## src/rtl/rr_logging_bus_pack2unpack.sv

```systemverilog
// rtl/rr_logging_bus_pack2unpack.sv - logb record unpacker with per-channel valid/ready
// Scatters a packed record (present channels concatenated, ch0 at LSB) onto fixed slots.
module rr_logging_bus_pack2unpack #(
   parameter int CH_CNT        = 4,
   parameter int CH_WIDTH_BITS = 16,
   parameter logic [CH_CNT*CH_WIDTH_BITS-1:0] CHANNEL_WIDTHS = {16'd8, 16'd32, 16'd16, 16'd8},
   parameter int FULL_WIDTH    = 64,
   parameter int OFFSET_WIDTH  = $clog2(FULL_WIDTH + 1)
) (
   input  logic                    clk,
   input  logic                    rst,
   input  logic                    in_valid,
   input  logic [CH_CNT-1:0]       in_mask,
   input  logic [FULL_WIDTH-1:0]   in_data,
   input  logic [OFFSET_WIDTH-1:0] in_len,
   output logic                    in_ready,
   output logic [CH_CNT-1:0]       out_valid,
   output logic [FULL_WIDTH-1:0]   out_data,
   input  logic [CH_CNT-1:0]       out_ready,
   output logic                    len_err,
   output logic [31:0]             rec_cnt
);

   function automatic int ch_w(input int i);
      return int'(CHANNEL_WIDTHS[i*CH_WIDTH_BITS +: CH_WIDTH_BITS]);
   endfunction

   function automatic int ch_off(input int i);
      int s;
      s = 0;
      for (int j = 0; j < i; j++) s += ch_w(j);
      return s;
   endfunction

   function automatic logic [FULL_WIDTH-1:0] lane_mask(input int i);
      return ~({FULL_WIDTH{1'b1}} << ch_w(i));
   endfunction

   logic [CH_CNT-1:0]       pend;
   logic [CH_CNT-1:0]       fire;
   logic                    accept;
   logic [OFFSET_WIDTH-1:0] dyn_off;
   logic [FULL_WIDTH-1:0]   unpacked;

   assign out_valid = pend;
   assign fire      = pend & out_ready;
   assign in_ready  = !rst && ((pend & ~fire) == '0);
   assign accept    = in_valid && in_ready;

   // dyn_off walks the packed stream; after the loop it equals the expected record length
   always_comb begin
      dyn_off  = '0;
      unpacked = '0;
      for (int i = 0; i < CH_CNT; i++) begin
         if (in_mask[i]) begin
            unpacked = unpacked | (((in_data >> dyn_off) & lane_mask(i)) << ch_off(i));
            dyn_off  = dyn_off + OFFSET_WIDTH'(ch_w(i));
         end
      end
   end

   always_ff @(posedge clk) begin
      if (rst) begin
         pend     <= '0;
         out_data <= '0;
         len_err  <= 1'b0;
         rec_cnt  <= '0;
      end else if (accept) begin
         pend    <= in_mask;
         rec_cnt <= rec_cnt + 32'd1;
         if (in_mask != '0) out_data <= unpacked;
         if (in_len != dyn_off) len_err <= 1'b1;
      end else begin
         pend <= pend & ~fire;
      end
   end

   a_in_stable: assert property (@(posedge clk)
      (!rst && in_valid && !in_ready) |=>
         (!in_valid || ($stable(in_mask) && $stable(in_data) && $stable(in_len))));

   a_valid_rise: assert property (@(posedge clk) disable iff (rst)
      ((out_valid & ~$past(out_valid)) != '0) |-> $past(accept));

endmodule

```

## config.mk

```make
export PLATFORM = sky130hd
export DESIGN_NAME = rr_logging_bus_pack2unpack
export DESIGN_NICKNAME = d
export VERILOG_FILES = /design/src/rtl/rr_logging_bus_pack2unpack.sv
export SDC_FILE = /design/constraint.sdc
export NUM_CORES = 1
export LEC_CHECK = 0
export ABC_AREA = 1
export ABC_CLOCK_PERIOD_IN_PS = 1950
export CAP_MARGIN = 20
export CORE_MARGIN = 2
export CORE_UTILIZATION = 45
export DETAILED_ROUTE_END_ITERATION = 7
export DONT_BUFFER_PORTS = 1
export PLACE_DENSITY = 0.72
export SETUP_SLACK_MARGIN = 0.3
export SKIP_CTS_REPAIR_TIMING = 1
export SLEW_MARGIN = 20
export SYNTH_ARGS = -nofsm -noshare
export SYNTH_HDL_FRONTEND = slang
export SYNTH_SLANG_ARGS = --single-unit
```

## constraint.sdc

```tcl
create_clock -name clk -period 1.95 [get_ports clk]
set_input_delay 0.195 -clock clk [delete_from_list [all_inputs] [get_ports clk]]
set_output_delay 0.195 -clock clk [all_outputs]
set_load 0.03 [all_outputs]
```

======== Word-level counts from Yosys, hierarchy flattened ========
Index checks and enable logic that the tools add are counted.
word-level totals
  bits in registers ....................... 101
  word-level logic and storage cells ...... 34
  output and inout bits ................... 102
  bits of input ports ..................... 82
cells by class
  reduce and logical (&&, ||, !) cells .... 7
  add/subtract/negate cells ............... 4
  bitwise logic cells ..................... 6
  equality and inequality tests ........... 1
  multiplexer cells ....................... 9
  shift operators ......................... 3
operators with widths
  cell                     number
  $mux W64                 3
  $or A64 B56 Y64          1
  $or A64 B64 Y64          1
  $shr A64 B4 Y16          1
  $shr A64 B7 Y32          1
  $shr A64 B7 Y8           1
  $add A32 B1 Y32 const B  1
  $or A8 B24 Y24           1
  $mux W7                  3
  $and A4 B4 Y4            2
  $mux W4                  2
  $mux W8                  1
  $add A7 B4 Y7 const B    1
  $add A7 B6 Y7 const B    1
  $ne A7 B7 Y1             1
  $add A4 B5 Y6 const B    1
  $logic_not A4 Y1         1
  $not A4 Y4               1
  $reduce_and A2 Y1        2
  $reduce_bool A4 Y1       1
  $logic_and A1 B1 Y1      2
  $logic_not A1 Y1         1

======== Depth between registers and ports, before layout ========
Gate-level depths: netlist of the first run.
  depth in word-level cells ............... 9
  gate-level depth with buffers ........... 12
  depth with buffers taken out ............ 10

======== Least setup slack after synthesis of the first run ========
Ideal clock, no wire load.
  path kind ............................... reg-to-reg
  from .................................... register rec_cnt[0]
  to ...................................... register rec_cnt[28]
  stages on the path, launching flop included .. 10
  setup slack ............................. 0.286 ns
  clock period less this slack ............ 1.664 ns
  data arrival time ....................... 1.600 ns
  required time ........................... 1.886 ns
  setup time .............................. 0.064 ns
  path buffers ............................ 0
  cell sequence ........................... dfxtp_1 > ha_1 > nand2_1 > nor2_1 > nand2_1 > nor2_1 > nand3_1 > nand2_1 > inv_1 > nor2_1
on the way
  longest elaborated chain between the ends .. 1
RTL lines
  element                 line  RTL
  from (decl)             21    output logic [31:0] rec_cnt
  from (signal assigned)  70    rec_cnt <= rec_cnt + 32'd1;
  $add A32 B1 Y32         70
Every way passes these cells.
A chain may end at the register's enable or synchronous reset.

======== Worst setup path in the final report of the first run ========
  from .................................... register pend[1], in the netlist out_valid[1]
  to ...................................... register out_data[3]
on the way
  longest elaborated chain between the ends .. 7
RTL lines
  element                               line  RTL
  from (decl)                           39    logic [CH_CNT-1:0] pend;
  from (signal assigned)                69    pend <= in_mask;
  from (signal assigned)                74    pend <= pend & ~fire;
  $and A4 B4 Y4                         46    assign fire = pend & out_ready;
  $not A4 Y4                            47    assign in_ready = !rst && ((pend & ~fire) == '0);
  $and A4 B4 Y4 *                       47
  $logic_not A4 Y1 *                    47
  $logic_and A1 B1 Y1 *                 47
  $logic_and A1 B1 Y1 *                 48    assign accept = in_valid && in_ready;
  $reduce_and A2 Y1 (no source line) *  n/a
  to (signal assigned)                  71    if (in_mask != '0) out_data <= unpacked;
  to (decl)                             18    output logic [FULL_WIDTH-1:0] out_data,
Mark *: on every way between the ends. The rest lies on a longest branch, timed or not.

==> metrics.md, run 1 <==
| Metric | Value |
|---|---|
| Run status | `finished with violations` |
| Failing checks | `negative hold slack` |
| Post-route cell area | `6600 sq um` |
| Seq pwr share | `0.482` |
| Max Cap Violations | `0` |
| Seq cells post-synth | `101` |
| CP startpoint kind | `flip-flop` |
| CTS tree | `built` |
| FMAX | `659 MHz` |
| Worst Setup SP | `out_valid[1]` |
| Area growth, synth to finish | `14.9%` |
| Multi-input logic area | `3180 sq um` |
| Pwr Total | `0.00475 W` |
| Share of layout cells above drive strength 1 | `0.0968` |
| Top cells by area, synth | `dfxtp_1 (35%), nand2_1 (20%), o21ai_0 (7.4%)` |
| FF-to-FF Start | `out_valid[1]` |
| FFs w/ async S/R, synth | `0` |
| CTS buffer count | `9` |
| Sequential area share after synthesis | `0.352` |
| Net Sw Power | `0.00137 W` |
| ANT cells | `0` |
| Gpl congestion | `0.928` |
| Largest net degree at the start of global routing | `109` |
| Most used DFF post-synth | `dfxtp_1` |
| Worst Setup EP | `out_data[3]` |
| Actual slew at the worst max-slew pin | `0.458 ns` |
| R2R setup slack | `0.43 ns` |
| FF-to-FF End | `out_data[3]` |
| Final hold violations | `40` |
| Total GRT Usage | `0.263` |
| CTS sink cnt | `101` |
| # setup viols final | `0` |
| ANT nets after route | `0` |
| Synth cell types | `30` |
| Comb power frac | `0.126` |
| Vias | `6078` |
| Slew Limit Fails | `0` |
| Cell taking the most area after synthesis | `dfxtp_1` |
| First drt pass iteration count | `5` |
| Delay-heaviest family, CP | `simple AND/OR/NAND/NOR gates` |
| P_int | `0.00339 W` |
| DRT iter0 DRCs | `606` |
| Row count | `41` |
| Clock transition at the registers of the reported paths | `0.07 ns` |
| Synth top cells by count | `nand2_1 (309), nor2_1 (104), dfxtp_1 (101)` |
| Initial antenna violation count | `0` |
| Worst-Skew Late Latency | `0.35 ns` |
| Port Buffers | `0` |
| Placed Instance Area | `6090 sq um` |
| Switching Share | `0.287` |
| Synth Instances | `943` |
| Clk root buf | `clkbuf_16` |
| Min Tclk post-route | `1.52 ns` |
| WP data arrival | `1.80 ns` |
| Synthesis warning total | `0` |
| IO Pins | `184` |
| Bufs on Longest Clock Path | `2` |
| R2R depth | `9` |
| Core region area | `12600 sq um` |
| Hold WC Path Type | `input port to flip-flop` |
| Syn_area_per_cell | `6.09 sq um` |
| Nets | `1041` |
| Total gr overflow | `0` |
| Post-Syn Area | `5750 sq um` |
| Worst Clk Skew | `0.00929 ns` |
| Slew HR | `0.695` |
| P_leak | `2.77 nW` |
| Initial Util | `0.457` |
| H-tree depth | `3` |
| Flip-flop and latch area | `2020 sq um` |
| Routed len/inst | `16.3 microns` |
| Most common cell in the netlist | `nand2_1` |
| RSZ-0062 raised after global routing | `true` |
| Crit path capture type | `flip-flop` |
| Post-Route WL | `18400 microns` |
| First-pass GRT wire length | `27900 microns` |
| Die width | `117 microns` |
| Top cell type's share of synthesized area | `0.352` |
| Final Cycle Share | `0.778` |
| Clock power frac | `0.392` |
| Vias in the first global route | `5495` |
| Post-synth EDFFs | `0` |
| HPWL Detailed | `13000 microns` |
| # DRC | `0` |
| Critical Path Stages | `9` |
| DR vias/cell | `5.36` |
| WHS | `-0.0969 ns` |
| Setup TNS | `0 ns` |
| CP Data Required Time | `2.23 ns` |
| PD cells | `720 nW/um^2` |
| Slowest cell on crit path | `dfxtp_1` |
| Worst-path maximum fanout | `13` |
| Die ar. | `13700 sq um` |
| Critical path cell sequence | `nand2_1, nand3_4, nor2_4, nand2_8, nor2_4, buf_12, buf_12, nand3_1, a21oi_1` |
| Syn Nets | `1028` |
| Crit path buffers/inverters | `2` |
| Die Span Y | `117 microns` |
| Fill cells | `1305` |
| Critical Path Max Stage Delay | `0.31 ns` |
| Peak supply drop | `436 uV` |
| Critical path class | `flip-flop to flip-flop` |
placed cells by master, fill, tap and decap left out, types with 2 or more instances in the layout:
master	Yosys	routed
a21oi_1	76	76
a22oi_1	5	5
buf_12	0	6
buf_4	2	46
buf_6	2	2
clkbuf_16	0	11
clkinv_2	1	2
clkinv_4	0	2
dfxtp_1	101	100
ha_1	3	3
inv_1	88	87
nand2_1	309	307
nand2_2	2	2
nand2_8	0	2
nand3_1	68	67
nand4_1	15	15
nor2_1	104	98
nor2_2	1	6
nor2_4	4	5
nor3_1	6	6
o211ai_1	6	6
o21ai_0	85	85
o21bai_1	2	2
o22ai_1	3	3
xor2_1	4	4
how the worst min path moves through the flow:
stage                from           to  slack [ns]  cells after the start
2_1_floorplan  in_data[0]  out_data[0]        0.36                      2
3_3_place_gp          rst  rec_cnt[27]        0.27                      1
3_5_place_dp          rst  rec_cnt[31]        0.27                      1
4_1_cts               rst  rec_cnt[26]       -0.10                      1
5_1_grt               rst  out_data[0]       -0.10                      1
6_report              rst  rec_cnt[31]        -0.1                      1
through the flow:
stage                     cells  setup WS (ns)   util
after global placement     1107          0.274  0.484
after detailed placement   1107          0.216  0.484
after global routing       1133          0.268  0.525
after CTS                  1123          0.205  0.508
final                      1133          0.433  0.525
after floorplan             943          0.297      -
state kept, by name, summed over array words and instances (netlist names):
signal / cells
len_err: 1
out_data: 64
rec_cnt: 32
out_valid: 4
power by group through the flow:
stage	combinational, W	clock (W)	sequential (W)
detailed placement	0.000533	0	0.00234
global placement	0.000529	0	0.00234
finish	0.000597	0.00187	0.00229
global route	0.000672	0.00196	0.00230
floorplan	0.000456	0	0.00233
CTS	0.000535	0.00187	0.00229
per-layer routing:
layer | GRT usage | up-vias | share of wire
met1 | 0.317 | 2774 | 0.40
met3 | 0.104 | 34 | 0.11
met2 | 0.427 | 216 | 0.47
met5 | 0 | - | 0
li1 | - | 3054 | -
met4 | 0.0965 | 0 | 0.023
layout make-up:
cell class,instances,area share
Clock buffer,11,0.0368
Clock inverter,5,0.00910
Inverter,90,0.0514
Multi-Input combinational cell,698,0.482
Sequential cell,101,0.306
Tap cell,172,0.0326
Timing Repair Buffer,56,0.0815
cell families after synthesis:
family | synth area share
fa+ha+maj | 0.00653
flops | 0.352
simple gates | 0.369
compound gates | 0.163
buf+inv | 0.104
xor+xnor | 0.00610
worst register-to-register path: cells and delay by family, from the launching register on:
family,cells,cell delay (ns)
AND/OR/NAND/NOR,6,0.72
AO/OA/AOI/OAI,1,0.14
flip-flops,1,0.31
buffers and inverters,2,0.29
No activity file was read; power rests on OpenSTA's default activity.
==> run 2: changes to the inputs <==
--- a/config.mk
+++ b/config.mk
@@ -6,7 +6,7 @@
 export NUM_CORES = 1
 export LEC_CHECK = 0
 export ABC_AREA = 1
-export ABC_CLOCK_PERIOD_IN_PS = 1950
+export ABC_CLOCK_PERIOD_IN_PS = 1400
 export CAP_MARGIN = 20
 export CORE_MARGIN = 2
 export CORE_UTILIZATION = 45
==> constraint.sdc (replaced) <==
create_clock -name clk -period 1.4 [get_ports clk]
set_input_delay 0.14 -clock clk [delete_from_list [all_inputs] [get_ports clk]]
set_output_delay 0.14 -clock clk [all_outputs]
set_load 0.03 [all_outputs]
==> run 2 against run 1 <==
  * The flow finishes with violations (negative hold slack, negative setup slack)
  * Clock skew is 0.0023 ns higher
  * First-iteration DRC count is 4.1% lower
  * Core utilization is 10 points higher
  * Sequential power is 33% higher
  * Register-to-register slack worse by 0.47 ns
  * Fmax is 5.9% higher
  * Sequential cell count stayed put
  * Clock-buffer cell count is 2 higher
  * Worst setup slack worse by 0.47 ns
  * Non-clock buffer count is 81 higher
  * Die area stayed put
  * Routed wire length is 11% higher
  * Critical path type unchanged
  * Critical endpoint is now out_data[17]
  * Largest cell class unchanged
  * Highest routed layer unchanged
==> metrics.md, run 2 (synthesis results as in run 1) <==
| Metric | Value |
|---|---|
| Post-Route WL | `20400 microns (+11%)` |
| # setup viols final | `4 (+4)` |
| Critical Path Stages | `9 (unchanged)` |
| Met1 Use GR | `0.327 (+0.0100)` |
| ANT cells | `0 (unchanged)` |
| Clk root buf | `clkbuf_16` |
| Met2 usage | `0.435 (+0.00771)` |
| Clock power frac | `0.404 (+0.012)` |
| Vias | `6507 (+7.1%)` |
| Worst hold path cell count | `1 (unchanged)` |
| Initial antenna violation count | `0 (unchanged)` |
| DP Worst Slack | `-0.0309 ns (-0.247 ns)` |
| # DRC | `0 (unchanged)` |
| DRT iter0 DRCs | `581 (-4.1%)` |
| Routed len/inst | `16.8 microns (+3.2%)` |
| Total gr overflow | `0 (unchanged)` |
| Crit path capture type | `flip-flop` |
| Worst-Skew Late Latency | `0.36 ns (about the same)` |
| RSZ-0062 raised after global routing | `true` |
| Gpl congestion | `0.887 (-4.4%)` |
| Nets | `1123 (+7.9%)` |
| Peak supply drop | `638 uV (+46%)` |
| CTS sink cnt | `101 (unchanged)` |
| HPWL Detailed | `13200 microns (+1.5%)` |
| Largest net degree at the start of global routing | `109 (unchanged)` |
| R2R depth | `9 (unchanged)` |
| Core region area | `12600 sq um (unchanged)` |
| CTS tree | `built` |
| H-tree depth | `3 (unchanged)` |
| WHS | `-0.156 ns (-0.0587 ns)` |
| Die Span Y | `117 microns (unchanged)` |
| Initial Util | `0.457 (unchanged)` |
| Non-Filler Instances | `1215 (+7.2%)` |
| Hold WC Path Type | `input port to flip-flop` |
| Net Sw Power | `0.00206 W (+51%)` |
| First-pass GRT wire length | `27900 microns (about the same)` |
| Most common cell after layout, fill and taps aside | `nand2_1` |
| M3 GR Usage | `0.0881 (-0.0160)` |
| Switching Share | `0.290 (+0.00259)` |
| FMAX | `698 MHz (+5.9%)` |
| Dpl cells | `1178 (+6.4%)` |
| Die ar. | `13700 sq um (unchanged)` |
| ANT nets after route | `0 (unchanged)` |
| P_leak | `3.40 nW (+23%)` |
| Final Cycle Share | `1.02 (+0.245)` |
| Failing checks | `negative hold slack, negative setup slack` |
| Slowest cell on crit path | `dfxtp_4` |
| P_int | `0.00505 W (+49%)` |
| Crit path buffers/inverters | `2 (unchanged)` |
| Commonest non-fill, non-tap cells in the layout | `nand2_1 (278), buf_4 (112), nor2_1 (85)` |
| CP startpoint kind | `flip-flop` |
| Share of layout cells above drive strength 1 | `0.278 (+0.181)` |
| Largest register FFs | `64 (unchanged)` |
| Critical Path Max Stage Delay | `0.35 ns (+0.04 ns)` |
| Port Buffers | `0 (unchanged)` |
| Min Tclk post-route | `1.43 ns (-0.0846 ns)` |
| IO Pins | `184 (unchanged)` |
| Run status | `finished with violations` |
| Clock transition at the registers of the reported paths | `0.08 ns (about the same)` |
| Setup slack after layout | `-0.0324 ns (-0.465 ns)` |
| Slew Limit Fails | `0 (unchanged)` |
| Most crowded layer after global routing | `met2` |
| Final hold violations | `79 (+98%)` |
| Critical path cell sequence | `nand2_4, nand3_4, nor2_4, nand2_4, nor2_4, buf_12, clkbuf_16, nand3_1, a21oi_1` |
| Slew HR | `0.719 (+0.0241)` |
| Row count | `41 (unchanged)` |
| CTS buffer count | `9 (unchanged)` |
| Vias in the first global route | `5562 (+1.2%)` |
| Actual slew at the worst max-slew pin | `0.418 ns (-0.0399 ns)` |
| Bufs on Longest Clock Path | `2 (unchanged)` |
| Critical path class | `flip-flop to flip-flop` |
| Total GRT Usage | `0.264 (+0.000268)` |
| Comb power frac | `0.168 (+0.042)` |
| Worst Clk Skew | `0.0116 ns (+0.00229 ns)` |
| Worst-path maximum fanout | `12 (-1)` |
| Area growth, synth to finish | `37.1%` |
| Seq pwr share | `0.427 (-0.055)` |
| Post-layout util | `0.627 (+0.102)` |
| Reg with most FFs | `out_data` |
| Die width | `117 microns (unchanged)` |
| First drt pass iteration count | `5 (unchanged)` |
| Delay-heaviest family, CP | `simple AND/OR/NAND/NOR gates` |
| PD cells | `903 nW/um^2 (+25%)` |
| WP data arrival | `1.72 ns (-0.08 ns)` |
| DR vias/cell | `5.36 (-0.17%)` |
| CP Data Required Time | `1.69 ns (-0.54 ns)` |
| Max Cap Violations | `0 (unchanged)` |
run 2: power by group through the flow:
stage	registers, W	logic, W	clock network, W
after floorplan	0.00322	0.000688	0
after global placement	0.00310	0.00101	0
after detailed placement	0.00310	0.00102	0
after CTS	0.00303	0.00102	0.00288
after global routing	0.00305	0.00130	0.00300
final	0.00304	0.00120	0.00288
run 2: routing by layer:
layer	vias up	wire length, microns	share of wire
met5	-	0	0
li1	3212	-	-
met3	37	1880	0.092
met1	2986	8130	0.40
met2	272	9920	0.49
met4	0	467	0.023
run 2: cell type report:
type / instances / area, sq um
clock buffer: 13 / 292
clock inverter: 3 / 47.5
fill: 1190 / 4690
inverter: 90 / 357
multi-input combinational: 699 / 3600
sequential: 101 / 2100
tap: 172 / 215
timing repair buffer: 137 / 1260
run 2: final timing paths:
kind | slack, ns | startpoint | to
setup / recovery | -0.03 | out_valid[3] | out_data[17]
setup reg to reg | -0.03 | out_valid[3] | out_data[17]
hold reg to reg | 0.46 | out_data[10] | out_data[10]
hold / removal | -0.16 | rst | out_data[5]
run 2: through the flow:
stage / power, W / setup TNS (ns) / hold slack (ns) / area, sq um
CTS: 0.00693 / -0.263 / -0.168 / 7250
floorplan: 0.00391 / -3.23 / 0.301 / 6090
finish: 0.00711 / -0.0688 / -0.156 / 7880
detailed placement: 0.00412 / -0.103 / 0.216 / 6910
global placement: 0.00411 / 0 / 0.215 / 6910
global route: 0.00735 / -3.15 / -0.162 / 7880
==> run 3: changes to the inputs <==
--- a/config.mk
+++ b/config.mk
@@ -8,11 +8,13 @@
 export ABC_AREA = 1
 export ABC_CLOCK_PERIOD_IN_PS = 1400
 export CAP_MARGIN = 20
+export CELL_PAD_IN_SITES_DETAIL_PLACEMENT = 0
+export CELL_PAD_IN_SITES_GLOBAL_PLACEMENT = 1
 export CORE_MARGIN = 2
-export CORE_UTILIZATION = 45
+export CORE_UTILIZATION = 43
 export DETAILED_ROUTE_END_ITERATION = 7
 export DONT_BUFFER_PORTS = 1
-export PLACE_DENSITY = 0.72
+export PLACE_DENSITY = 0.92
 export SETUP_SLACK_MARGIN = 0.3
 export SKIP_CTS_REPAIR_TIMING = 1
 export SLEW_MARGIN = 20
==> run 3 against run 2 <==
  * The run still ends with negative hold slack, negative setup slack left
  * Non-clock buffer count increased by 8
  * Sequential share of layout area decreased by 1.6 points
  * Register-to-register slack got worse by 0.02 ns
  * Critical endpoint is now out_data[48]
  * Largest power group unchanged
==> metrics.md, run 3 (synthesis results as in run 1) <==
| Metric | Value |
|---|---|
| Run status | `finished with violations` |
| Failing checks | `negative hold slack, negative setup slack` |
| FF-to-FF End | `out_data[48]` |
| Max Cap Violations | `0 (unchanged)` |
| Actual slew at the worst max-slew pin | `0.519 ns (+0.102 ns)` |
| Setup slack after layout | `-0.0572 ns (-0.0248 ns)` |
| ANT nets after route | `0 (unchanged)` |
| WHS | `-0.163 ns (-0.00714 ns)` |
| Largest register FFs | `64 (unchanged)` |
| Area growth, synth to finish | `46.3%` |
| Hold WC Path Type | `input port to flip-flop` |
| PD cells | `822 nW/um^2 (-9.0%)` |
| ANT cells | `0 (unchanged)` |
| Worst-Skew Late Latency | `0.36 ns (about the same)` |
| Bufs on Longest Clock Path | `2 (unchanged)` |
| RSZ-0062 raised after global routing | `true` |
| Slew Limit Fails | `0 (unchanged)` |
| R2R setup slack | `-0.06 ns (-0.02 ns)` |
| Worst-path maximum fanout | `8 (-4)` |
| Die width | `120 microns (+2.2%)` |
| Min Tclk post-route | `1.46 ns (+0.0248 ns)` |
| Post-Route WL | `21200 microns (+4.0%)` |
| Largest net degree at the start of global routing | `109 (unchanged)` |
| Post-layout util | `0.640 (+0.0129)` |
| Initial Util | `0.437 (-0.0198)` |
| Die ar. | `14300 sq um (+4.5%)` |
| First-pass GRT wire length | `28400 microns (+1.6%)` |
| Vias | `6649 (+2.2%)` |
| CP startpoint kind | `flip-flop` |
| Placed Instance Area | `6910 sq um (unchanged)` |
| FMAX | `686 MHz (-1.7%)` |
| WP data arrival | `1.71 ns (about the same)` |
| # setup viols final | `71 (+67)` |
| Critical path class | `flip-flop to flip-flop` |
| Crit path capture type | `flip-flop` |
| Worst Clk Skew | `0.00963 ns (-0.00195 ns)` |
| Core region area | `13100 sq um (+4.5%)` |
| Final hold violations | `79 (unchanged)` |
| Commonest non-fill, non-tap cells in the layout | `nand2_1 (259), buf_4 (105), inv_1 (84)` |
| DRT iter0 DRCs | `498 (-14%)` |
| Seq pwr share | `0.440 (+0.013)` |
| Nets | `1131 (+0.71%)` |
| Setup TNS | `-1.89 ns (-1.82 ns)` |
| DR vias/cell | `5.42 (+1.2%)` |
| Worst hold path cell count | `1 (unchanged)` |
| CTS sink cnt | `101 (unchanged)` |
| Vias in the first global route | `5637 (+1.3%)` |
| Port Buffers | `0 (unchanged)` |
| CTS buffer count | `9 (unchanged)` |
| IO Pins | `184 (unchanged)` |
| Total GRT Usage | `0.251 (-0.0130)` |
| R2R depth | `8 (-1)` |
| Routed len/inst | `17.3 microns (+3.0%)` |
| Total gr overflow | `0 (unchanged)` |
| Most common cell after layout, fill and taps aside | `nand2_1` |
| FF-to-FF Start | `out_valid[3]` |
| Post-route cell area | `8410 sq um (+6.7%)` |
| Clk root buf | `clkbuf_16` |
| Pwr Total | `0.00691 W (-2.9%)` |
| Slew HR | `0.650 (-0.0686)` |
| Comb power frac | `0.201 (+0.033)` |
| Hold Path Origin | `rst` |
| CP Data Required Time | `1.65 ns (-0.04 ns)` |
| Row count | `42 (+2.4%)` |
| First drt pass iteration count | `4 (-1)` |
| Clock power frac | `0.358 (-0.046)` |
| Initial antenna violation count | `0 (unchanged)` |
| HPWL Detailed | `13300 microns (+1.2%)` |
| Reg with most FFs | `out_data` |
| CTS tree | `built` |
| Peak supply drop | `576 uV (-9.7%)` |
| # DRC | `0 (unchanged)` |
| Net Sw Power | `0.00217 W (+5.4%)` |
| P_leak | `3.62 nW (+6.3%)` |
| Final Cycle Share | `1.04 (+0.0177)` |
| Die Span Y | `120 microns (+2.2%)` |
| P_int | `0.00473 W (-6.3%)` |
| Share of layout cells above drive strength 1 | `0.338 (+0.0597)` |
| WHS Endpoint | `out_data[1]` |
| Gpl congestion | `0.872 (-1.7%)` |
| Switching Share | `0.315 (+0.0247)` |
| Clock transition at the registers of the reported paths | `0.08 ns (about the same)` |
| H-tree depth | `3 (unchanged)` |
-- run 3: power groups by stage --
stage / registers (W) / logic (W) / clock network (W)
after global routing: 0.00305 / 0.00149 / 0.00263
after CTS: 0.00304 / 0.00101 / 0.00253
final: 0.00304 / 0.00139 / 0.00248
after detailed placement: 0.00310 / 0.00101 / 0
after global placement: 0.00310 / 0.00100 / 0
after floorplan: 0.00322 / 0.000688 / 0
-- run 3: worst max-delay path, cell delays in order, from the launching register on --
cell	delay [ns]
dfxtp_4	0.35
nand2_4	0.07
nand3_4	0.09
nor3_4	0.22
buf_6	0.16
nand2_8	0.11
clkbuf_16	0.21
nand2_1	0.08
a21oi_2	0.05
-- run 3: through the flow --
stage	hold slack (ns)	instances	setup WS [ns]
floorplan	0.301	943	-0.0789
global placement	0.216	1183	0.00352
detailed placement	0.216	1183	-0.0502
CTS	-0.172	1199	-0.0805
global route	-0.181	1227	-0.127
finish	-0.163	1227	-0.0572
-- run 3: worst max path at each step --
stage / startpoint / end / slack, ns / cells past startpoint
detailed placement: out_valid[3] / out_data[30] / -0.05 / 9
CTS: out_valid[3] / out_data[30] / -0.08 / 9
finish: out_valid[3] / out_data[48] / -0.06 / 8
global placement: out_valid[3] / out_data[30] / 0.004 / 9
global route: out_valid[3] / out_data[7] / -0.13 / 8
floorplan: out_valid[3] / out_data[22] / -0.08 / 9
-- run 3: final cells by class --
| class | count | area (sq um) |
|---|---|---|
| Timing Repair Buffer | 145 | 1460 |
| Fill cell | 1198 | 4730 |
| Clock inverter | 7 | 56.3 |
| Multi-Input combinational cell | 699 | 3990 |
| Clock buffer | 9 | 225 |
| Sequential cell | 101 | 2110 |
| Tap cell | 176 | 220 |
| Inverter | 90 | 354 |
-- run 3: routing by layer --
metal,routed length [microns],GRT usage,up-vias
li1,-,-,3237
met1,8430,0.304,3086
met2,10400,0.413,271
met3,1780,0.0827,55
met4,639,0.0934,0
met5,0,0,-
